$ cat config.mk
export PLATFORM = sky130hd
export DESIGN_NAME = tof_bram_write_arbiter
export DESIGN_NICKNAME = d
export VERILOG_FILES = /design/src/rtl/tof_bram_write_arbiter.sv
export SDC_FILE = /design/constraint.sdc
export NUM_CORES = 1
export LEC_CHECK = 0
export ABC_AREA = 0
export BUFFER_PORTS_ARGS = -buffer_cell sky130_fd_sc_hd__buf_2
export CAP_MARGIN = 15
export CORE_ASPECT_RATIO = 0.9
export CORE_MARGIN = 4
export CORE_UTILIZATION = 40
export DETAILED_ROUTE_END_ITERATION = 8
export MAX_ROUTING_LAYER = met4
export SETUP_SLACK_MARGIN = 0.2
export SLEW_MARGIN = 20
export SYNTH_ARGS = -nofsm -noshare
export SYNTH_HDL_FRONTEND = slang
export SYNTH_SLANG_ARGS = --single-unit
export TNS_END_PERCENT = 1
$ cat constraint.sdc
create_clock -name clk -period 3.3 [get_ports clk]
set_clock_uncertainty 0.1 [all_clocks]
set_input_delay 0.33 -clock clk [delete_from_list [all_inputs] [get_ports clk]]
set_output_delay 0.33 -clock clk [all_outputs]
set_load 0.05 [all_outputs]
$ cat src/rtl/tof_bram_write_arbiter.sv
// Round-robin scheduler sharing the ToF BRAM write port among N_SENS channels.
// Counts zones per sensor and flips the ping-pong bank when a full frame has landed.
module tof_bram_write_arbiter #(
   parameter int unsigned N_SENS = 8,
   parameter int unsigned IDX_W  = 3,
   parameter int unsigned ZONE_W = 6,
   parameter int unsigned DATA_W = 16
) (
   input  logic                     clk,
   input  logic                     reset,
   input  logic [N_SENS-1:0]        tof_req,
   input  logic [ZONE_W+DATA_W-1:0] tof_rec,
   output logic [IDX_W-1:0]         tof_sel,
   output logic [N_SENS-1:0]        tof_ack,
   output logic                     bram_we,
   output logic [IDX_W+ZONE_W:0]    bram_addr,
   output logic [DATA_W-1:0]        bram_din,
   input  logic                     reader_busy,
   output logic                     frame_done,
   output logic                     frame_bank,
   output logic                     overrun
);

   localparam logic [ZONE_W:0]   ZONES   = {1'b1, {ZONE_W{1'b0}}};
   localparam logic [N_SENS-1:0] ACK_ONE = {{(N_SENS-1){1'b0}}, 1'b1};

   typedef enum logic [1:0] {IDLE, SEL, WRITE, FLIP} state_t;

   state_t            state;
   logic [IDX_W-1:0]  rr_ptr;
   logic              bank;
   logic [ZONE_W:0]   cnt [N_SENS];
   logic [N_SENS-1:0] done_mask;
   logic [N_SENS-1:0] eligible;
   logic              grant_vld;
   logic [IDX_W-1:0]  grant_idx;
   logic [IDX_W-1:0]  cand;

   // Scan from the farthest offset back to rr_ptr so the nearest eligible channel wins.
   always_comb begin
      done_mask = '0;
      cand      = '0;
      for (int unsigned i = 0; i < N_SENS; i++) begin
         done_mask[i] = (cnt[i] == ZONES);
      end
      eligible  = tof_req & ~done_mask;
      grant_vld = |eligible;
      grant_idx = rr_ptr;
      for (int unsigned k = N_SENS; k > 0; k--) begin
         cand = rr_ptr + IDX_W'(k - 1);
         if (eligible[cand]) grant_idx = cand;
      end
   end

   always_ff @(posedge clk or posedge reset) begin
      if (reset) begin
         state      <= IDLE;
         rr_ptr     <= '0;
         bank       <= 1'b0;
         tof_sel    <= '0;
         tof_ack    <= '0;
         bram_we    <= 1'b0;
         bram_addr  <= '0;
         bram_din   <= '0;
         frame_done <= 1'b0;
         frame_bank <= 1'b0;
         overrun    <= 1'b0;
         for (int unsigned i = 0; i < N_SENS; i++) cnt[i] <= '0;
      end else begin
         case (state)
            IDLE: begin
               if (grant_vld) begin
                  tof_sel <= grant_idx;
                  state   <= SEL;
               end
            end
            // Record is captured at the end of SEL so the write strobe is registered in WRITE.
            SEL: begin
               bram_we   <= 1'b1;
               bram_addr <= {bank, tof_sel, tof_rec[ZONE_W+DATA_W-1:DATA_W]};
               bram_din  <= tof_rec[DATA_W-1:0];
               tof_ack   <= ACK_ONE << tof_sel;
               if (cnt[tof_sel] != ZONES) cnt[tof_sel] <= cnt[tof_sel] + 1'b1;
               rr_ptr    <= tof_sel + 1'b1;
               state     <= WRITE;
            end
            WRITE: begin
               bram_we <= 1'b0;
               tof_ack <= '0;
               if (&done_mask) begin
                  frame_done <= 1'b1;
                  frame_bank <= bank;
                  overrun    <= reader_busy;
                  if (!reader_busy) bank <= ~bank;
                  state      <= FLIP;
               end else begin
                  state <= IDLE;
               end
            end
            FLIP: begin
               frame_done <= 1'b0;
               overrun    <= 1'b0;
               for (int unsigned i = 0; i < N_SENS; i++) cnt[i] <= '0;
               state      <= IDLE;
            end
            default: state <= IDLE;
         endcase
      end
   end

endmodule
======== After elaboration in Yosys (flattened, before gate mapping) ========
Index checks and enable logic that the tools add are counted.
storage, ports and cells
  flip-flop bits (word level) ............. 103
  input port bits ......................... 33
  output and inout bits ................... 41
  logic and storage cells ................. 112
operators by class
  $add $sub $neg .......................... 9
  magnitude comparators ................... 10
  equal/unequal tests ..................... 15
  shift operators ......................... 1
  muxes and demuxes ....................... 41
  bitwise logic cells ..................... 5
  reduce and logical (&&, ||, !) cells .... 12
operators by type and width
  cell                 count
  $pmux 56 s2          1
  $bwmux 56            1
  $eq 7x7->1 const B   8
  $mux 56              1
  $lt 3x4->1 const B   8
  $bmux 1 s3           8
  $mux 3               8
  $bmux 7 s3           1
  $demux 7 s3          1
  $mux 7               3
  $pmux 8 s2           1
  $add 3x3->3 const B  4
  $mux 1               10
  $reduce_and 10->1    1
  $reduce_and 9->1     1
  $and 8x8->8          1
  $not 8->8            1
  $pmux 2 s4           1
  $reduce_and 8->1     1
  $reduce_or 8->1      1
  $shl 1x3->8 const A  1
  $add 7x1->7 const B  1
  $ne 7x7->1 const B   1
  $add 3x1->3 const B  2
  14 further kinds     26

======== Depth between registers and ports, before layout ========
Gate-level depths: netlist of run 1.
  depth after elaboration ................. 13
  mapped depth ............................ 13
  depth with buffers taken out ............ 10

======== Worst setup path after synthesis of run 1 ========
No wires, ideal clock.
  path kind ............................... register to register
  start ................................... register rr_ptr[0]
  end ..................................... register tof_sel[0]
  library setup time ...................... 0.133 ns
  arrival time ............................ 2.950 ns
  setup slack ............................. 0.116 ns
  cell stages (with the launch flop) ...... 12
  path buffers ............................ 3
  period minus slack after synthesis ...... 3.184 ns
  path through ............................ dfrtp_1 clkinv_1 buf_8 ha_1 clkbuf_1 clkbuf_8 mux4_1 mux2i_4 nor2_1 a21oi_1 mux2i_1 o211ai_1
on the way
  word-level cells in the longest chain between the ends .. 11
RTL lines
  element                       RTL line  RTL
  start, declared               30        logic [IDX_W-1:0] rr_ptr;
  start signal, assigned        84        rr_ptr <= tof_sel + 1'b1;
  $add 3x3->3                   50        cand = rr_ptr + IDX_W'(k - 1);
  $bmux 1 s3                    51        if (eligible[cand]) grant_idx = cand;
  $mux 1 (not written as such)  51
  $mux 3 (7 in a row)           51
  $mux 3 *                      51
  end signal, assigned          73        tof_sel <= grant_idx;
  end, declared                 13        output logic [IDX_W-1:0] tof_sel,
Mark *: on every way between the ends. The rest lies on a longest branch, timed or not. The select of a mux whose other input is x is not followed.
A chain may end at the register's enable or synchronous reset.

======== Final worst setup path of run 1 ========
  start ................................... register cnt[31] (netlist name)
  end ..................................... register tof_sel[0]
on the way
  word-level cells in the longest chain between the ends .. 13
RTL lines
  element                       RTL line  RTL
  start, declared               32        logic [ZONE_W:0] cnt [N_SENS];
  $eq 7x7->1 *                  44        done_mask[i] = (cnt[i] == ZONES);
  $not 8->8 *                   46        eligible = tof_req & ~done_mask;
  $and 8x8->8 *                 46
  $bmux 1 s3                    51
  $mux 1 (not written as such)  51
  $mux 3 (8 in a row)           51
Marked as above.

==> impl_metrics.toml, run 1 <==
[setup_path]
r2r_start = "cnt[31]"
worstRegToRegCells = 8
worst_setup_sp_type = "flop"
worst_setup_path_end_kind = "flop"
crit_chain = "or4b_4, o41a_1, mux2i_1, mux4_1, o21ai_0, a21oi_1, mux2i_1, o211ai_1"
crit_required_ps = 3430
critical_path.max_stage_delay_ps = 580
worst_path_dominant_cell_family = "multiplexers"
crit_buf_inv = 0
critPathSlowestCell = "sky130_fd_sc_hd__or4b_4"
timing.critical_path.mode_cell = "sky130_fd_sc_hd__mux2i_1"
cp_max_fo = 4
start_to_end_type_of_the_worst_setup_path = "reg -> reg"
timing.critical_path.arrival_ps = 3240
crit-reg2reg-capture = "tof_sel[0]"
regToRegSetupSlack_ps = 190

[synthesis]
syn-mean-instance-area_sq_um = 11.2
synth_nets = 574
commonest_register_cell_after_synthesis = "sky130_fd_sc_hd__dfrtp_1"
synth-async-reset-ratio = 1.00
synth.ff_latch_count = 103
post-synth-top-area-cell = "sky130_fd_sc_hd__dfrtp_1"
area_share_of_the_largest_cell_type_after_synthesis = 0.436
yosysUniqueCellTypes = 68
number_of_enable_type_register_cells_in_the_synthesized_netlist = 0
area_of_the_mapped_netlist_sq_um = 5920
postSynthCellCount = 526
synth.top_cells.by_area = "sky130_fd_sc_hd__dfrtp_1 44%, sky130_fd_sc_hd__a22o_1 6.7%, sky130_fd_sc_hd__mux2_2 5.7%, sky130_fd_sc_hd__mux2i_1 4.4%, sky130_fd_sc_hd__mux4_2 3.8%"
yosys_warnings = 0
yosysSeqAreaShare = 0.436

[cts]
cts.sink_count = 103
worstSkewPairLatency_ps = 360
cts_tree = "built"
ctsLongestPathBuffers = 2
cts-htree-levels = 3
cts_buffers = 9
clk_pin_slew_ps = 80
cts_root_buffer = "sky130_fd_sc_hd__clkbuf_16"

[routing]
final_antenna_net_count = 0
vias = 4780
avgRoutedWirePerCell_um = 20.6
routed_wirelength_um = 16900
drc = 0
drt-initial-drc-count = 376
ratio_of_routed_vias_to_standard_cells = 5.81
drt_first_pass_iters = 5

[sta]
timing.final.hold_violations = 0
fin_setup_tns_ps = 0
achievable-frequency_mhz = 321
grt_setup_unrepaired = "yes"
post-route-min-period_ps = 3110
worst_slew_pin_slew_ps = 749
post-route-period-util = 0.944
slew_headroom = 0.497
timing_max_transition_violations_final = 0
finalSetupViolations = 0

[placed_design]
detailed_placer_s_ending_hpwl_um = 12600
buffer_ports.inserted = 73
final_gp_congestion = 0.972

[floorplanning]
fp.coreArea_sq_um = 14300
num_io_pins = 74
initial_core_util = 0.415
die_height_um = 123
die_span_x_um = 136
rows = 41
total_die_area_sq_um = 16800

[global_routing]
first_global_vias = 4670
grt_start_max_net_pins = 53
antenna_found_initial = 0
grt_use_total = 0.217
grt_pass1_wl_um = 26900
overflow_after_grt = 0

[cells_and_area]
drive_gt1_frac = 0.314
syn2layout_area_growth_pct = 18.9
final_nets = 673
fillCellCount = 1352
register_area_sq_um = 2580
antenna-diode-count = 0
multiInputGateArea_sq_um = 3140

[job]
timing.max_cap.violations = 0

[outcome]
status = "completed"

[worst_hold_path]
hold_path_startpoint = "tof_rec[21]"
path_class_of_the_lowest_slack_min_delay_path = "in -> reg"
hold_path_depth = 2
hold_path_end = "bram_addr[5]"
-- synthesized netlist by cell type (all sizes together), types with 3 or more instances --
library cell and number:
mux4 15, nor4b 3, or4b 6, dfrtp 103, a221oi 3, ha 15
buf 9, o41ai 3, nand4 4, mux2i 27, nor3b 5, a211oi 3
nand3 8, o41a 3, a21bo 3, a22o 46, nor4 4, a21oi 18
o21ai 29, mux2 31, a32o 3, a21boi 3, nor2b 8, o21a 3
inv 23, clkbuf 15, nand2 37, nor3 12, o22ai 6, xnor2 6
xor2 5, and3 5, nor2 31, a22oi 3, a31oi 3
-- how the worst max path moves through the flow --
stage,from,to,slack [ps],cells after the start
global placement,cnt[25],tof_sel[2],250,8
finish,cnt[31],tof_sel[0],190,8
CTS,cnt[24],tof_sel[0],230,8
global route,cnt[31],tof_sel[0],140,8
floorplan,reset,bank,170,1
detailed placement,tof_sel[2],cnt[20],260,12
-- per-stage QoR --
step / worst slack, ps / cells / hold slack (ps) / area, sq um / util
2_1_floorplan: 166 / 526 / 351 / 5920 / -
3_3_place_gp: 253 / 806 / 364 / 6700 / 0.470
3_5_place_dp: 261 / 806 / 374 / 6700 / 0.470
4_1_cts: 226 / 823 / 80.4 / 7010 / 0.491
5_1_grt: 138 / 823 / 87.8 / 7030 / 0.493
6_report: 186 / 823 / 98.0 / 7030 / 0.493
-- cell families (layout without fill, tap and decap cells) --
family                     count (synthesis)  count (layout)  share of synthesized area
DFF                                      103             103                      0.436
muxes                                     73              73                      0.167
adders and majority gates                 15              15                     0.0317
xor gates and xnor gates                  11              11                     0.0163
AOI/OAI and AO/OA                        142             142                      0.188
buffers and inverters                     48             152                     0.0389
and+or+nand+nor                          134             134                      0.122
-- flip-flops by register name (all words and copies together) (netlist names) --
name,cells
bram_din,16
cnt,56
bank,1
rr_ptr,3
bram_we,1
overrun,1
bram_addr,10
state,2
tof_ack,8
tof_sel,3
frame_done,1
frame_bank,1
-- what timing repair did --
action | in CTS | in global routing
hold buffers | 1 | 0
buffers inserted | 0 | 0
resized for setup | 0 | 7
setup endpoints to repair | 0 | 56
endpoints found under the hold margin | 51 | 0
-- layer usage --
layer,track usage,vias to the layer above,part of all wire
met5,-,-,0
met4,0.0617,0,0.017
met3,0.0423,18,0.075
met2,0.316,194,0.44
met1,0.309,2369,0.46
li1,-,2199,-
-- cells in the final DEF (no fill, tap or decap), drive strengths merged, types with 8 or more instances in the layout --
| cell | count |
|---|---|
| nor3 | 12 |
| mux2i | 27 |
| a22o | 46 |
| mux2 | 31 |
| nand3 | 8 |
| buf | 111 |
| nor2 | 31 |
| a21oi | 18 |
| o21ai | 29 |
| nor2b | 8 |
| ha | 15 |
| dfrtp | 103 |
| clkbuf | 10 |
| mux4 | 15 |
| nand2 | 37 |
| inv | 26 |
-- area by class of cell --
| class | count | area share |
|---|---|---|
| clock inverters | 6 | 0.00889 |
| multi-input cells | 375 | 0.446 |
| inverters | 24 | 0.0132 |
| well taps | 193 | 0.0343 |
| repair buffers | 112 | 0.0975 |
| clock buffers | 10 | 0.0340 |
| flip-flops and latches | 103 | 0.366 |
Power of run 1 is not shown: default switching activity piles up to over one toggle a cycle in this logic, so the estimate is an artifact.
==> run 2: changes to the inputs <==
- RECOVER_POWER: not set -> 25
==> run 2 against run 1 <==
Compared with the run above:
- the run now ends with max-capacitance violations, max-slew violations left
- register-to-register slack better by 70 ps
- wire length about the same
- utilization down 0.11 points
- fmax up 2.2%
- design area down 0.21%
- critical path depth unchanged
- worst hold slack better by 2.0 ps
- via count up 0.67%
- flip-flop and latch count unchanged
- cell count unchanged
- non-clock buffer count unchanged
- critical endpoint is now tof_sel[2]
- highest routed layer unchanged
==> impl_metrics.toml, run 2 (same netlist as run 1, synthesis figures left out) <==
[setup_path]
crit_buf_inv = 0
worst_setup_sp_type = "flop"
worst_setup_path_end_kind = "flop"
timing.critical_path.arrival_ps = 3250
crit_required_ps = 3500
critPathSlowestCell = "sky130_fd_sc_hd__or4b_4"
start_to_end_type_of_the_worst_setup_path = "reg -> reg"
critical_path.max_stage_delay_ps = 590
worst_path_dominant_cell_family = "compound AO/OA/AOI/OAI gates"
cp_max_fo = 5
crit_chain = "or4b_4, o41ai_4, mux2i_1, mux4_2, a311oi_1, o21ai_0, a21oi_1, o21a_1"

[sta]
grt_setup_unrepaired = "yes"
timing.final.hold_violations = 0
slew_headroom = -0.303
post-route-min-period_ps = 3050
achievable-frequency_mhz = 328
finalSetupViolations = 0
worst_slew_pin_slew_ps = 1950
timing_max_transition_violations_final = 52
post-route-period-util = 0.923
fin_setup_tns_ps = 0
hold_slack_ps = 100

[global_routing]
grt_start_max_net_pins = 53
grt_use_total = 0.217
antenna_found_initial = 0
first_global_vias = 4670
grt_pass1_wl_um = 26900
overflow_after_grt = 0

[routing]
avgRoutedWirePerCell_um = 20.5
routed_wirelength_um = 16900
ratio_of_routed_vias_to_standard_cells = 5.85
drt-initial-drc-count = 376
drt_first_pass_iters = 5
drc = 0
vias = 4812
final_antenna_net_count = 0

[floorplanning]
total_die_area_sq_um = 16800
fp.coreArea_sq_um = 14300
num_io_pins = 74
die_span_x_um = 136
rows = 41
initial_core_util = 0.415
die_height_um = 123

[cts]
cts-htree-levels = 3
cts_tree = "built"
cts_buffers = 9
worstSkewPairLatency_ps = 360
cts_root_buffer = "sky130_fd_sc_hd__clkbuf_16"
ctsLongestPathBuffers = 2
cts_post_setup_buffers_inserted = 0
clk_pin_slew_ps = 80
cts.sink_count = 103

[cells_and_area]
most_common_cell_after_layout_fill_and_taps_aside = "sky130_fd_sc_hd__dfrtp_1"
finish.utilization = 0.492
antenna-diode-count = 0
fillCellCount = 1358
largest-register = "cnt"
syn2layout_area_growth_pct = 18.7
largestRegisters = "cnt (56), bram_din (16), bram_addr (10)"
drive_gt1_frac = 0.297
final_nets = 673
largest_register_ff_count = 56
mostFrequentLayoutCells = "103 x sky130_fd_sc_hd__dfrtp_1, 63 x sky130_fd_sc_hd__buf_2, 45 x sky130_fd_sc_hd__a22o_1"

[placed_design]
buffer_ports.inserted = 73
detailed_placer_s_ending_hpwl_um = 12600
final_gp_congestion = 0.972

[outcome]
status = "finished with violations"
failed_checks = "max-capacitance violations, max-slew violations"

[job]
timing.max_cap.violations = 1

[worst_hold_path]
path_class_of_the_lowest_slack_min_delay_path = "in -> reg"
## run 2: cell types whose count changed in the layout (fill, tap and decap cells not counted)
cell and delta:
sky130_fd_sc_hd__inv_4 -1, sky130_fd_sc_hd__clkbuf_1 +10, sky130_fd_sc_hd__inv_1 +1, sky130_fd_sc_hd__buf_2 -10
## run 2: path summary, 6_finish.rpt
| kind | startpoint | to | slack, ps | depth (start not counted) |
|---|---|---|---|---|
| setup / recovery | cnt[38] | tof_sel[2] | 250 | 8 |
| hold / removal | tof_rec[21] | bram_addr[5] | 100 | 2 |
| setup reg to reg | cnt[38] | tof_sel[2] | 250 | 8 |
| hold reg to reg | bank | bank | 380 | 1 |
| max in group asynchronous | reset | tof_ack[5] | 920 | 3 |
| min in group asynchronous | reset | bram_din[1] | 1050 | 3 |
## run 2: layer usage
layer  track usage  vias up  wire length [um]
li1              -     2199                 -
met1         0.309     2389              7830
met2         0.316      205              7450
met3        0.0423       19              1320
met4        0.0617        0               299
met5             -        -                 0
## run 2: metrics by stage
stage          setup slack, ps  cell area (sq um)  std cells
2_1_floorplan              166               5920        526
3_3_place_gp               253               6700        806
3_5_place_dp               261               6700        806
4_1_cts                    226               7010        823
5_1_grt                    138               7020        823
6_report                   253               7020        823
## run 2: worst register-to-register path, stage by stage (launching register included)
cell and delay [ps]:
sky130_fd_sc_hd__dfrtp_1 420, sky130_fd_sc_hd__or4b_4 590, sky130_fd_sc_hd__o41ai_4 300, sky130_fd_sc_hd__mux2i_1 190
sky130_fd_sc_hd__mux4_2 560, sky130_fd_sc_hd__a311oi_1 340, sky130_fd_sc_hd__o21ai_0 150, sky130_fd_sc_hd__a21oi_1 220
sky130_fd_sc_hd__o21a_1 130
## run 2: cell type report
cell class | count | area (sq um) | area share
inverter | 24 | 90.1 | 0.0128
tap | 193 | 241 | 0.0344
sequential | 103 | 2580 | 0.367
clock inverter | 6 | 62.6 | 0.00891
clock buffer | 10 | 239 | 0.0340
multi-input combinational | 375 | 3140 | 0.447
timing repair buffer | 112 | 673 | 0.0959
## run 2: timing repair
action,4_1_cts,5_1_grt
hold buffers,1,0
endpoints found under the hold margin,51,0
endpoints found under the setup margin,0,56
resized for setup,0,7
Power of run 2 is left out for the same reason.
